==> src/rtl/inst_encoder_if.sv <==
// Request and instruction-memory write bundle for inst_encoder.
interface inst_encoder_if;
  logic        req_valid;
  logic        req_ready;
  logic [3:0]  req_op;
  logic [4:0]  req_rs;
  logic [4:0]  req_rt;
  logic [4:0]  req_rd;
  logic [5:0]  req_funct;
  logic [15:0] req_imm;
  logic [25:0] req_target;
  logic        imem_we;
  logic [31:0] imem_addr;
  logic [31:0] imem_wdata;
  logic        imem_ready;

  modport master (
    output req_valid, req_op, req_rs, req_rt, req_rd,
    output req_funct, req_imm, req_target, imem_ready,
    input  req_ready, imem_we, imem_addr, imem_wdata
  );

  modport slave (
    input  req_valid, req_op, req_rs, req_rt, req_rd,
    input  req_funct, req_imm, req_target, imem_ready,
    output req_ready, imem_we, imem_addr, imem_wdata
  );
endinterface

==> src/rtl/inst_encoder.sv <==
// MIPS instruction encoder with FIFO streaming into imem write port.
// Optional checks enabled by INST_ENCODER_CHECK_EN.
module inst_encoder #(
  parameter int DEPTH = 4
) (
  input  logic          clk,
  input  logic          reset,
  input  logic          load_base,
  input  logic [31:0]   base_addr,
  inst_encoder_if.slave bus,
  output logic [15:0]   word_count,
  output logic          done,
  output logic          err_flag
);
  localparam int AW = $clog2(DEPTH);
  localparam logic [AW:0] FULL = (AW+1)'(DEPTH);

  typedef enum logic [1:0] {IDLE, STREAM, DRAIN} state_t;

  state_t        state_q, state_d;
  logic [31:0]   mem_q [DEPTH];
  logic [AW-1:0] wr_q, wr_d, rd_q, rd_d;
  logic [AW:0]   cnt_q, cnt_d;
  logic [31:0]   addr_q, addr_d;
  logic [15:0]   wcnt_q, wcnt_d;
  logic          err_q, err_d;
  logic [31:0]   word;
  logic          full, empty, acc, is_end;
  logic          drop, enq, deq, load_ok;

  always_comb begin
    word = 32'h0;
    unique case (bus.req_op)
      4'd0:  word = {6'h00, bus.req_rs, bus.req_rt,
                    bus.req_rd, 5'd0, bus.req_funct};
      4'd1:  word = {6'h23, bus.req_rs, bus.req_rt, bus.req_imm};
      4'd2:  word = {6'h2B, bus.req_rs, bus.req_rt, bus.req_imm};
      4'd3:  word = {6'h04, bus.req_rs, bus.req_rt, bus.req_imm};
      4'd4:  word = {6'h05, bus.req_rs, bus.req_rt, bus.req_imm};
      4'd5:  word = {6'h01, bus.req_rs, 5'd1, bus.req_imm};
      4'd6:  word = {6'h07, bus.req_rs, 5'd0, bus.req_imm};
      4'd7:  word = {6'h06, bus.req_rs, 5'd0, bus.req_imm};
      4'd8:  word = {6'h01, bus.req_rs, 5'd0, bus.req_imm};
      4'd9:  word = {6'h02, bus.req_target};
      4'd10: word = {6'h03, bus.req_target};
      4'd11: word = {6'h08, bus.req_rs, bus.req_rt, bus.req_imm};
      4'd12: word = {6'h0C, bus.req_rs, bus.req_rt, bus.req_imm};
      4'd13: word = {6'h0D, bus.req_rs, bus.req_rt, bus.req_imm};
      default: word = 32'h0;
    endcase
  end

  always_comb begin
    full    = (cnt_q == FULL);
    empty   = (cnt_q == '0);
    bus.req_ready = !full && (state_q != DRAIN);
    acc     = bus.req_valid && bus.req_ready;
    is_end  = (bus.req_op == 4'd15);
`ifdef INST_ENCODER_CHECK_EN
    drop    = (bus.req_op == 4'd14);
`else
    drop    = 1'b0;
`endif
    enq     = acc && !is_end && !drop;
    deq     = !empty && bus.imem_ready;
    load_ok = load_base && (state_q == IDLE) && empty;
    bus.imem_we    = !empty;
    bus.imem_wdata = empty ? 32'h0 : mem_q[rd_q];
    bus.imem_addr  = addr_q;
    done       = (state_q == DRAIN) && empty;
    word_count = wcnt_q;
    err_flag   = err_q;
  end

  always_comb begin
    state_d = state_q;
    unique case (state_q)
      IDLE:    if (acc) state_d = is_end ? DRAIN : STREAM;
      STREAM:  if (acc && is_end) state_d = DRAIN;
      DRAIN:   if (empty) state_d = IDLE;
      default: state_d = IDLE;
    endcase
  end

  always_comb begin
    wr_d   = enq ? wr_q + 1'b1 : wr_q;
    rd_d   = deq ? rd_q + 1'b1 : rd_q;
    cnt_d  = cnt_q;
    if (enq && !deq) cnt_d = cnt_q + 1'b1;
    else if (!enq && deq) cnt_d = cnt_q - 1'b1;
    addr_d = addr_q;
    wcnt_d = wcnt_q;
    if (load_ok) begin
      addr_d = base_addr & ~32'h3;
      wcnt_d = 16'h0;
    end else if (deq) begin
      addr_d = addr_q + 32'd4;
      if (wcnt_q != 16'hFFFF) wcnt_d = wcnt_q + 16'd1;
    end
`ifdef INST_ENCODER_CHECK_EN
    err_d = err_q
          | (acc && bus.req_op == 4'd14)
          | (load_ok && base_addr[1:0] != 2'b00);
`else
    err_d = 1'b0;
`endif
  end

  always_ff @(posedge clk or posedge reset) begin
    if (reset) begin
      state_q <= IDLE;
      wr_q    <= '0;
      rd_q    <= '0;
      cnt_q   <= '0;
      addr_q  <= 32'h0;
      wcnt_q  <= 16'h0;
      err_q   <= 1'b0;
    end else begin
      state_q <= state_d;
      wr_q    <= wr_d;
      rd_q    <= rd_d;
      cnt_q   <= cnt_d;
      addr_q  <= addr_d;
      wcnt_q  <= wcnt_d;
      err_q   <= err_d;
    end
  end

  // Storage needs no reset: wdata is gated to zero while empty.
  always_ff @(posedge clk) begin
    if (enq) mem_q[wr_q] <= word;
  end
endmodule

==> src/flat_wrapper.sv <==
// flat-port wrapper written by rule: the top's interface ports become plain ports
module inst_encoder_flat 
#(
  parameter int DEPTH = 4
)
  (clk, reset, load_base, base_addr, word_count, done, err_flag, bus_req_valid, bus_req_op, bus_req_rs, bus_req_rt, bus_req_rd, bus_req_funct, bus_req_imm, bus_req_target, bus_imem_ready, bus_req_ready, bus_imem_we, bus_imem_addr, bus_imem_wdata);
  inst_encoder_if bus_i ();
  input  logic clk;
  input  logic reset;
  input  logic load_base;
  input  logic [31:0] base_addr;
  output logic [15:0] word_count;
  output logic done;
  output logic err_flag;
  input wire logic [$bits(bus_i.req_valid)-1:0] bus_req_valid;
  input wire logic [$bits(bus_i.req_op)-1:0] bus_req_op;
  input wire logic [$bits(bus_i.req_rs)-1:0] bus_req_rs;
  input wire logic [$bits(bus_i.req_rt)-1:0] bus_req_rt;
  input wire logic [$bits(bus_i.req_rd)-1:0] bus_req_rd;
  input wire logic [$bits(bus_i.req_funct)-1:0] bus_req_funct;
  input wire logic [$bits(bus_i.req_imm)-1:0] bus_req_imm;
  input wire logic [$bits(bus_i.req_target)-1:0] bus_req_target;
  input wire logic [$bits(bus_i.imem_ready)-1:0] bus_imem_ready;
  output wire logic [$bits(bus_i.req_ready)-1:0] bus_req_ready;
  output wire logic [$bits(bus_i.imem_we)-1:0] bus_imem_we;
  output wire logic [$bits(bus_i.imem_addr)-1:0] bus_imem_addr;
  output wire logic [$bits(bus_i.imem_wdata)-1:0] bus_imem_wdata;
  assign bus_i.req_valid = bus_req_valid;
  assign bus_i.req_op = bus_req_op;
  assign bus_i.req_rs = bus_req_rs;
  assign bus_i.req_rt = bus_req_rt;
  assign bus_i.req_rd = bus_req_rd;
  assign bus_i.req_funct = bus_req_funct;
  assign bus_i.req_imm = bus_req_imm;
  assign bus_i.req_target = bus_req_target;
  assign bus_i.imem_ready = bus_imem_ready;
  assign bus_req_ready = bus_i.req_ready;
  assign bus_imem_we = bus_i.imem_we;
  assign bus_imem_addr = bus_i.imem_addr;
  assign bus_imem_wdata = bus_i.imem_wdata;
  inst_encoder #(.DEPTH(DEPTH)) u_core (.clk(clk), .reset(reset), .load_base(load_base), .base_addr(base_addr), .bus(bus_i), .word_count(word_count), .done(done), .err_flag(err_flag));
endmodule
==> config.mk <==
export PLATFORM = sky130hd
export DESIGN_NAME = inst_encoder_flat
export DESIGN_NICKNAME = d
export VERILOG_FILES = /design/src/rtl/inst_encoder_if.sv /design/src/rtl/inst_encoder.sv /design/src/flat_wrapper.sv
export SDC_FILE = /design/constraint.sdc
export NUM_CORES = 1
export LEC_CHECK = 0
export ABC_AREA = 1
export BUFFER_PORTS_ARGS = -buffer_cell sky130_fd_sc_hd__buf_2
export CORE_MARGIN = 3
export CORE_UTILIZATION = 45
export DETAILED_ROUTE_END_ITERATION = 16
export HOLD_SLACK_MARGIN = 0.1
export PLACE_DENSITY_LB_ADDON = 0.25
export SLEW_MARGIN = 0
export SYNTH_ARGS = -nofsm -noshare
export SYNTH_HDL_FRONTEND = slang
export SYNTH_SLANG_ARGS = --single-unit
==> constraint.sdc <==
create_clock -name clk -period 3.45 [get_ports clk]
set_input_delay 1.035 -clock clk [delete_from_list [all_inputs] [get_ports clk]]
set_output_delay 1.035 -clock clk [all_outputs]
set_load 0.02 [all_outputs]
# Word-level counts from Yosys, hierarchy flattened
# Memories as Yosys holds them, arrays and structs flattened.
# Index checks and enable logic that the tools add are counted.
# totals
elab_cells,74
reg_bits,57
ram_bits,128
output_inout_bits,84
memories,1
# op_classes
addsub,6
n_reduce_logical,23
eq_ne,22
n_mux,16
# memory_table
memory,words,width,read_ports,rd_ports_with_merged_regs,wr,line_no,text
u_core.mem_q,4,32,1,0,1,inst_encoder.sv:21,logic [31:0] mem_q [DEPTH];
# op_table
op,count
one-hot mux 32 bit (14 select lines),1
two-way mux 32 bit,3
two-way mux 16 bit,3
adder 32 x 3 -> 32 bit (second input constant),1
== test 4 bit (second input constant),7
adder 16 x 1 -> 16 bit (second input constant),1
== test 4 x 3 -> 1 bit (second input constant),4
inequality test 16 bit (second input constant),1
logical AND 1 bit,10
== test 4 x 2 -> 1 bit (second input constant),2
two-way mux 2 bit,4
two-way mux 3 bit,2
inequality test 2 x 1 -> 1 bit (second input constant),3
one-hot mux 2 bit (3 select lines),1
nonzero test 2 bit,3
logical NOT 1 bit,5
adder 2 x 1 -> 2 bit (second input constant),2
== test 4 x 1 -> 1 bit (second input constant),1
logical NOT 4 bit,1
adder 3 x 1 -> 3 bit (second input constant),1
== test 3 bit (second input constant),1
logical NOT 3 bit,1
AND reduction 3 bit,1
subtractor 3 x 1 -> 3 bit (second input constant),1
6 further kinds,7

# Logic depth before layout (Yosys ltp)
# Gate-level depths: netlist of run 1.
# depth
depth_word,9
ltp_mapped,11

# Worst setup path before layout of run 1
# OpenSTA, ideal clock, no wires.
# synth_timing
path_kind,input -> register
from,input bus_req_op[0]
to,memory u_core.mem_q[0][0] (enable)
slack_ns,0.044
t_required_ns,3.031
arrival_ns,2.987
n_path_buf,1
stages,6
setup_ns,0.419
path_cell_list,buf_6 > nand2_1 > nor2_1 > nor2_1 > inv_1 > nor2_1
# synth_between
elab_chain_len,5
# synth_lines
element,line_no,text
start: declaration,flat_wrapper.sv:16,input wire logic [$bits(bus_i.req_op)-1:0] bus_req_op;
== test 4 bit,inst_encoder.sv:58,is_end = (bus.req_op == 4'd15);
logical NOT 1 bit,inst_encoder.sv:64,enq = acc && !is_end && !drop;
logical AND 1 bit,inst_encoder.sv:64,
via u_core.enq,inst_encoder.sv:29,"logic drop, enq, deq, load_ok;"
two-way mux 1 bit,inst_encoder.sv:131,if (enq) mem_q[wr_q] <= word;
two-way mux 1 bit (implied by the code),inst_encoder.sv:131,
end: declaration,inst_encoder.sv:21,
# The timed path passes the listed nets, and every way through them passes these cells.

# Final worst setup path of run 1
# layout_timing
from,register u_core.rd_q[0]
to,output bus_imem_wdata[17]
# layout_between
elab_chain_len,2
# layout_lines
element,line_no,text
start: declaration,inst_encoder.sv:22,"logic [AW-1:0] wr_q, wr_d, rd_q, rd_d;"
start signal: assignment,inst_encoder.sv:121,rd_q <= rd_d;
memory (4 x 32 bit),n/a,
two-way mux 32 bit,inst_encoder.sv:68,bus.imem_wdata = empty ? 32'h0 : mem_q[rd_q];
end: declaration,flat_wrapper.sv:27,output wire logic [$bits(bus_i.imem_wdata)-1:0] bus_imem_wdata;
# No other way between the ends.

==> out/qor.yml, run 1 <==
status: "completed"
dp_hpwl_mm: 15.6
cp.required_ps: 2410
utilization_pct: 55.6
min_path_cells: 1
holdCritStartpoint: "u_core.wr_q[0]$_DFFE_PP0P_"
ys_warn_count: 0
p_sw_share_pct: 43.3
floorplan.rows: 51
place.gp.congestion: 0.837
cts_buffers: 17
vdd_drop_max_mv: 0.474
core_area_um2: 19800
slowest_delay_ps: 560
synthArstFlopShare_pct: 30.7
syn_area_um2: 9230
reg2regPathDepth: 9
switching_power_w: 0.00385
clk_latency_ps: 430
synthTopCellsByArea: "edfxtp_1 40%, dfrtp_1 15%, nand2_1 11%"
final_nets: 1382
start_util_pct: 46.7
skew_ps: 13.4
cts_root_buf: "clkbuf_16"
synth.most_common_cell: "nand2_1"
die_width_um: 149
arrival_ps: 2140
cts_tree: "yes"
avgSynthCellArea_um2: 8.41
via_per_inst: 5.04
ioPinCount: 188
maxCapViolCount: 0
sequentialPowerShare_pct: 36.4
ys_ff_latch: 179
tns_ps: 0
wl_per_cell_um: 14.9
drt_iter0_markers: 478
clkPwrFrac_pct: 21.4
dpl_cell_area_um2: 10400
maxSlewHeadroom_pct: 56.0
worstReg2RegStart: "u_core.state_q[1]$_DFFE_PP0P_"
critPathMaxFanout: 28
clock_path_buffers: 2
antenna_found_initial: 1
area_growth_pct: 19.2
drtAntennaViolNets: 0
cts_setup_buffers: 0
max_freq_mhz: 315
crit_family: "buffers and inverters"
die_area_um2: 22300
period_share_pct: 92.0
ys_seq_area_share_pct: 55.3
p_int_w: 0.00504
r2r_setup_slack_ps: 1260
yosysTopAreaCell: "edfxtp_1"
drive_gt1_share_pct: 20.6
remaining_drc_errors: 0
ctsResizeCount: 0
crit_type: "register to output pin"
crit_start: "u_core.rd_q[0]$_DFFE_PP0P_"
critPathBufInv: 3
grt_pass1_wl_mm: 36.8
slowest_stage: "dfrtp_2"
cts.clk_slew.worst_paths_ps: 70
synth_top_area_share_pct: 40.3
leakage_nw: 4.78
htreeDepth: 4
hold_buffers: 0
timing.rr.end: "u_core.cnt_q[2]$_DFFE_PP0P_"
drt-pass1-iter-count: 5
period_needed_ps: 3170
vias: 7802
yosysUniqueCellTypes: 44
grt.total_usage_pct: 20.8
comb_power_share_pct: 42.3
ys.flop_type: "edfxtp_1"
min_to: "u_core.wr_q[0]$_DFFE_PP0P_"
synth_edf_count: 124
setup.worst_path.end_class: "output pin"
grt_pass1_vias: 7377
path_cells: "inv_2 > buf_4 > o21ai_0 > a21oi_1 > buf_2"
fin_area_um2: 11000
cp.depth: 5
grt-ovfl-total: 0
grt_setup_unrepaired: "no"
timing.final.hold_violations: 0
num_antenna_cells: 0
synthTopCellsByCount: "273 x nand2_1, 219 x nor2_1, 124 x edfxtp_1, 92 x o21ai_0, 78 x inv_1"
finalSetupViolCount: 0
slew_violations: 0
power_density_nw_per_um2: 807
startpoint_type: "register"
die-height_um: 149
syn_inst: 1097
cts_sinks: 179
hold_path_class: "register to register"
pre_cts_slack_ps: 564
timing.final.ws_setup_ps: 277
io_buffers: 181
grt_max_degree: 33
tightest_slew_ps: 659
drt-total-wl_mm: 23.1
-- worst max-delay path by stage --
| stage | endpoint | slack (ps) |
|---|---|---|
| 3_3_place_gp | u_core.cnt_q[2]$_DFFE_PP0P_ | 560 |
| 6_report | bus_imem_wdata[17] | 280 |
| 4_1_cts | bus_imem_wdata[17] | 230 |
| 3_5_place_dp | u_core.cnt_q[2]$_DFFE_PP0P_ | 560 |
| 5_1_grt | bus_imem_wdata[17] | 80 |
| 2_1_floorplan | u_core.mem_q[0][0]$_DFFE_PP_ | 40 |
-- worst register-to-register path, cell delays in order, from the launching register on --
cell and delay (ps):
dfrtp_1 400, nand2_1 160, nand3_1 150, nor2_1 310, ha_1 210, inv_1 70, fa_1 370, a21oi_1 130
o21ai_0 110, xor2_1 150
-- power by group through the flow --
| stage | sequential, W | combinational (W) | clock, W |
|---|---|---|---|
| floorplan | 0.00338 | 0.00240 | 0 |
| CTS | 0.00322 | 0.00380 | 0.00193 |
| global placement | 0.00326 | 0.00373 | 0 |
| global route | 0.00329 | 0.00419 | 0.00204 |
| finish | 0.00323 | 0.00375 | 0.00190 |
| detailed placement | 0.00326 | 0.00378 | 0 |
-- stage by stage --
stage / std cells / power, W / hold WS, ps
after detailed placement: 1516 / 0.00705 / 527
after global placement: 1516 / 0.00698 / 515
after CTS: 1548 / 0.00895 / 539
after floorplan: 1100 / 0.00577 / 494
final: 1548 / 0.00888 / 536
after global routing: 1548 / 0.00953 / 573
-- state kept, by name, summed over array words and instances, names as in the netlist --
name,flops
u_core.bus.imem_addr,30
u_core.cnt_q,3
u_core.mem_q,124
u_core.rd_q,2
u_core.state_q,2
u_core.word_count,16
u_core.wr_q,2
-- routing by layer --
layer / GRT usage (%) / vias to the layer above / share of wire [%]
li1: - / 3949 / -
met1: 27.9 / 3605 / 45
met2: 35.1 / 228 / 48
met3: 4.01 / 18 / 6.0
met4: 5.03 / 2 / 0.74
met5: 0 / - / 0.030
-- layout make-up --
type | instances | area (um2)
multi-input cells | 788 | 3570
fillers | 1786 | 8780
clock inverters | 15 | 161
clock buffers | 17 | 425
well taps | 265 | 332
repair buffers | 200 | 1100
inverters | 84 | 318
flip-flops and latches | 179 | 5100
-- kinds of logic (layout without fill, tap and decap cells) --
logic type      Yosys count  count (layout)  share of synthesized area (%)
xor+xnor                 10              10                          0.949
other cells               1               4                         0.0406
buf+inv                 133             316                           6.30
simple gates            591             591                           26.2
fa+ha+maj                 8               8                           1.17
compound gates          175             175                           10.1
flops                   179             179                           55.3
-- cells in the final DEF, fill, tap and decap left out, types with 6 or more instances in the layout --
cell type  instances
a21oi_1           48
buf_2            181
buf_4             15
clkbuf_16         17
dfrtp_1           54
edfxtp_1         124
ha_1               7
inv_1             77
inv_8              7
nand2_1          273
nand2_2            6
nand3_1           62
nor2_1           215
nor2_2             9
nor3_1             9
o21ai_0           92
o21ai_1           15
o21bai_1           6
xor2_1             8
(Power assumes the default switching activity.)
==> run 2: changes to the inputs <==
- PLACE_DENSITY: unset -> 0.78
- PLACE_DENSITY_LB_ADDON: 0.25 -> unset
==> out/qor.yml, run 2 (same netlist as run 1, synthesis figures left out) <==
clock_path_buffers: 2  # unchanged
antenna_found_initial: 1  # unchanged
drtAntennaViolNets: 0  # unchanged
highest_layer: "met5"  # unchanged
hold_path_class: "register to register"  # unchanged
start_util_pct: 46.7  # unchanged
skew_ps: 12.8  # was 13.4 ps
die_area_um2: 22300  # unchanged
crit_type: "register to output pin"  # unchanged
drive_gt1_share_pct: 20.4  # was 20.6%
dp_hpwl_mm: 15.4  # was 15.6 mm
vias: 7878  # was 7,802
tns_ps: 0  # unchanged
arrival_ps: 2100  # was 2140 ps
cts_tree: "yes"  # unchanged
ioPinCount: 188  # unchanged
grt_pass1_wl_mm: 36.6  # was 36.8 mm
tightest_slew_ps: 899  # was 659 ps
hold_slack_ps: 534  # was 536 ps
cp.required_ps: 2410  # about the same
worstReg2RegStart: "u_core.cnt_q[1]$_DFFE_PP0P_"  # was u_core.state_q[1]$_DFFE_PP0P_
multiInputGateArea_um2: 3570  # unchanged
floorplan.rows: 51  # unchanged
wl_met2_mm: 11.4  # was 11.1 mm
drt-total-wl_mm: 23.3  # was 23.1 mm
finalSetupViolCount: 0  # unchanged
wl_met3_mm: 1.84  # was 1.40 mm
max_freq_mhz: 319  # was 315 MHz
critPathMaxFanout: 63  # was 28
num_antenna_cells: 0  # unchanged
cts.clk_slew.worst_paths_ps: 70  # about the same
wl_met1_mm: 9.78  # was 10.4 mm
status: "completed"  # unchanged
wl_per_cell_um: 15.1  # was 14.9 um
startpoint_type: "register"  # unchanged
leakage_nw: 4.77  # was 4.78 nW
instances_no_fill: 1545  # was 1,548
htreeDepth: 4  # unchanged
hold_buffers: 0  # unchanged
timing.final.hold_violations: 0  # unchanged
fillers: 1767  # was 1,786
place.gp.congestion: 0.924  # was 0.837
period_needed_ps: 3130  # was 3170 ps
cts_sinks: 179  # unchanged
grt-ovfl-total: 0  # unchanged
most-common-layout-cells: "273 x nand2_1, 215 x nor2_1, 181 x buf_2"  # unchanged
grt_setup_unrepaired: "no"  # unchanged
drt-pass1-iter-count: 9  # was 5
vdd_drop_max_mv: 0.406  # was 0.474 mV
largest_register_ffs: 124  # unchanged
holdCritStartpoint: "u_core.wr_q[0]$_DFFE_PP0P_"  # unchanged
grt_pass1_vias: 7382  # was 7,377
drt_iter0_markers: 635  # was 478
remaining_drc_errors: 0  # unchanged
grt.total_usage_pct: 20.8  # about the same
cts_buffers: 17  # unchanged
final_nets: 1379  # was 1,382
dp.cells: 1513  # was 1,516
grt_max_degree: 64  # was 33
io_buffers: 181  # unchanged
cts_root_buf: "clkbuf_16"  # unchanged
die_width_um: 149  # unchanged
clk_latency_ps: 430  # about the same
top_register: "u_core.mem_q"  # unchanged
maxCapViolCount: 0  # unchanged
maxSlewHeadroom_pct: 40.0  # was 56.0%
final_common_cell: "nand2_1"  # unchanged
power_density_nw_per_um2: 810  # was 807 nW/um2
slew_violations: 0  # unchanged
die-height_um: 149  # unchanged
setup.worst_path.end_class: "output pin"  # unchanged
crit_start: "u_core.rd_q[0]$_DFFE_PP0P_"  # unchanged
register_area_um2: 5100  # unchanged
ctsResizeCount: 0  # unchanged
cts_setup_buffers: 0  # unchanged
area_growth_pct: 19.0  # was 19.2%
core_area_um2: 19800  # unchanged
via_per_inst: 5.10  # was 5.04
period_share_pct: 90.8  # was 92.0%
## run 2: stage by stage
step | worst slack, ps | util, % | area (um2) | power [W]
after floorplan | 43.7 | - | 9240 | 0.00577
after global placement | 567 | 52.5 | 10400 | 0.00693
after detailed placement | 553 | 52.5 | 10400 | 0.00704
after CTS | 311 | 55.5 | 11000 | 0.00896
after global routing | 140 | 55.5 | 11000 | 0.00952
final | 316 | 55.5 | 11000 | 0.00890
## run 2: path summary, 6_finish.rpt
check	to	slack (ps)	cells after the start
max in group asynchronous	u_core.bus.imem_addr[28]$_DFFE_PP0P_	1960	3
min in group asynchronous	u_core.word_count[5]$_DFFE_PP0P_	800	2
worst max register to register	u_core.bus.imem_addr[9]$_DFFE_PP0P_	930	10
worst min register to register	u_core.wr_q[0]$_DFFE_PP0P_	530	1
worst min-delay path	u_core.wr_q[0]$_DFFE_PP0P_	530	1
worst max-delay path	bus_imem_wdata[8]	320	6
## run 2: layout make-up
type	count	area share [%]
Clock inverter	15	1.58
Inverter	84	2.89
Tap cell	265	3.02
Multi-Input combinational cell	788	32.5
Timing Repair Buffer	197	9.68
Clock buffer	17	3.87
Sequential cell	179	46.5
## run 2: power breakdown
group / internal (W) / total [W] / switching [W]
Sequential: 0.00287 / 0.00322 / 0.000351
Combinational: 0.00118 / 0.00376 / 0.00258
Clock: 0.000983 / 0.00192 / 0.000936
## run 2: worst max-delay path, stage by stage (launching register included)
cell,delay (ps)
dfrtp_2,370
buf_4,540
nor2_1,110
nor2_1,100
o21ai_0,80
a21oi_1,250
buf_2,220
## run 2: layer usage
layer  vias to the layer above  global-route usage [%]
met4                         2                    5.45
li1                       3943                       -
met5                         -                       0
met3                        21                    3.71
met1                      3590                    26.5
met2                       322                    36.6
==> run 3: changes to the inputs <==
- CORE_UTILIZATION: 45 -> 25
- PLACE_DENSITY: 0.78 -> 0.54
==> out/qor.yml, run 3 (same netlist as run 1, synthesis figures left out) <==
crit_type: "register to output pin"  # unchanged
core_area_um2: 36000  # was 19,800 um2
hold_buffers: 0  # unchanged
crit_start: "u_core.rd_q[0]$_DFFE_PP0P_"  # unchanged
wl_per_cell_um: 15.1  # about the same
cts_sinks: 179  # unchanged
grt-ovfl-total: 0  # unchanged
grt.total_usage_pct: 13.3  # was 20.8%
num_antenna_cells: 0  # unchanged
worstReg2RegStart: "u_core.cnt_q[1]$_DFFE_PP0P_"  # unchanged
grt_use_met3_pct: 2.79  # was 3.71%
grt_pass1_wl_mm: 40.7  # was 36.6 mm
max_freq_mhz: 312  # was 319 MHz
place.gp.congestion: 0.836  # was 0.924
cts_setup_buffers: 0  # unchanged
slowest_stage: "buf_4"  # unchanged
arrival_ps: 2170  # was 2100 ps
die_width_um: 198  # was 149 um
period_share_pct: 92.8  # was 90.8%
p_total_w: 0.00904  # was 0.00890 W
area_growth_pct: 22.3  # was 19.0%
clk_latency_ps: 440  # was 430 ps
top_register: "u_core.mem_q"  # unchanged
slowest_delay_ps: 550  # was 540 ps
clock_path_buffers: 2  # unchanged
tightest_slew_ps: 733  # was 899 ps
remaining_drc_errors: 0  # unchanged
timing.rr.end: "u_core.bus.imem_addr[12]$_DFFE_PP0P_"  # was u_core.bus.imem_addr[9]$_DFFE_PP0P_
via_per_inst: 4.50  # was 5.10
dp.cells: 1710  # was 1,513
slew_violations: 0  # unchanged
cts_root_buf: "clkbuf_16"  # unchanged
grtUsageMet2_pct: 22.6  # was 36.6%
grt_use_met1_pct: 17.2  # was 26.5%
floorplan.rows: 69  # was 51
maxCapViolCount: 0  # unchanged
skew_ps: 22.4  # was 12.8 ps
largest_register_ffs: 124  # unchanged
hold_path_class: "register to register"  # unchanged
maxSlewHeadroom_pct: 51.1  # was 40.0%
cp.required_ps: 2410  # about the same
grt_pass1_vias: 7486  # was 7,382
drive_gt1_share_pct: 20.4  # about the same
htreeDepth: 4  # unchanged
grt_most_used_layer: "met2"  # unchanged
most-common-layout-cells: "273 x nand2_1, 215 x nor2_1, 181 x buf_2"  # unchanged
vdd_drop_max_mv: 0.307  # was 0.406 mV
start_util_pct: 25.6  # was 46.7%
status: "completed"  # unchanged
grt_setup_unrepaired: "no"  # unchanged
cts_tree: "yes"  # unchanged
io_buffers: 181  # unchanged
die_area_um2: 39300  # was 22,300 um2
drt_iter0_markers: 341  # was 635
instances_no_fill: 1742  # was 1,545
worst_path_most_repeated_cell: "nor2_1"  # unchanged
antenna_found_initial: 0  # was 1
leakage_nw: 4.79  # was 4.77 nW
period_needed_ps: 3200  # was 3130 ps
setup.worst_path.end_class: "output pin"  # unchanged
cts_buffers: 17  # unchanged
drt-pass1-iter-count: 5  # was 9
timing.final.hold_violations: 0  # unchanged
power_density_nw_per_um2: 801  # was 810 nW/um2
startpoint_type: "register"  # unchanged
critPathMaxFanout: 63  # unchanged
reg2regPathDepth: 8  # was 10
final_common_cell: "nand2_1"  # unchanged
ctsResizeCount: 0  # unchanged
utilization_pct: 31.4  # was 55.5%
ioPinCount: 188  # unchanged
grt_max_degree: 64  # unchanged
final_nets: 1380  # was 1,379
min_path_cells: 1  # unchanged
finalSetupViolCount: 0  # unchanged
hold_slack_ps: 537  # was 534 ps
path_cells: "buf_4 > nor2_1 > nor2_1 > o21ai_0 > a21oi_1 > buf_2"  # unchanged
cts.clk_slew.worst_paths_ps: 70  # about the same
worstSetupEndpoint: "bus_imem_wdata[29]"  # was bus_imem_wdata[8]
die-height_um: 198  # was 149 um
vias: 7833  # was 7,878
drt-total-wl_mm: 26.4  # was 23.3 mm
dp_hpwl_mm: 18.2  # was 15.4 mm
drtAntennaViolNets: 0  # unchanged
tns_ps: 0  # unchanged
r2r_setup_slack_ps: 1260  # was 930 ps
==> run 3: changes by cell type in the layout (fill, tap and decap cells not counted), sizes merged <==
| cell | delta |
|---|---|
| buf | +1 |
| clkinv | +1 |
| clkinvlp | -1 |
==> run 3: where the power goes <==
part           switching [W]  total, W  internal [W]
registers           0.000335   0.00320       0.00286
clock network       0.000953   0.00192      0.000971
logic                0.00269   0.00392       0.00123
total                0.00398   0.00904       0.00507
==> run 3: worst max-delay path, delay by kind of cell, from the launching register on <==
kind	cells	cell delay (ps)
buf+inv	2	780
simple gates	2	210
flops	1	360
compound gates	2	380
==> run 3: area by class of cell <==
type / count / area (um2)
Sequential cell: 179 / 5100
Inverter: 84 / 318
Timing Repair Buffer: 198 / 1120
Clock buffer: 17 / 425
Fill cell: 3774 / 24700
Multi-Input combinational cell: 788 / 3590
Tap cell: 461 / 577
Clock inverter: 15 / 158
==> run 3: how the worst min path moves through the flow <==
stage / startpoint / to / slack (ps)
after floorplan: u_core.wr_q[0]$_DFFE_PP0P_ / u_core.wr_q[0]$_DFFE_PP0P_ / 490
after CTS: u_core.wr_q[0]$_DFFE_PP0P_ / u_core.wr_q[0]$_DFFE_PP0P_ / 540
final: u_core.wr_q[0]$_DFFE_PP0P_ / u_core.wr_q[0]$_DFFE_PP0P_ / 540
after global placement: u_core.wr_q[0]$_DFFE_PP0P_ / u_core.wr_q[0]$_DFFE_PP0P_ / 520
after detailed placement: u_core.wr_q[0]$_DFFE_PP0P_ / u_core.wr_q[0]$_DFFE_PP0P_ / 520
after global routing: u_core.wr_q[0]$_DFFE_PP0P_ / u_core.wr_q[0]$_DFFE_PP0P_ / 560
==> run 3: metal layers <==
metal  share of wire [%]  routed length [um]
met4                 1.3                 354
met5                   0                   0
met3                 6.0                1590
met1                  45               11900
met2                  48               12500
==> run 3: stage by stage <==
step / setup WS, ps / cell area (um2)
after floorplan: 43.7 / 9240
after global placement: 556 / 10700
after detailed placement: 562 / 10700
after CTS: 171 / 11300
after global routing: 21.1 / 11300
final: 249 / 11300
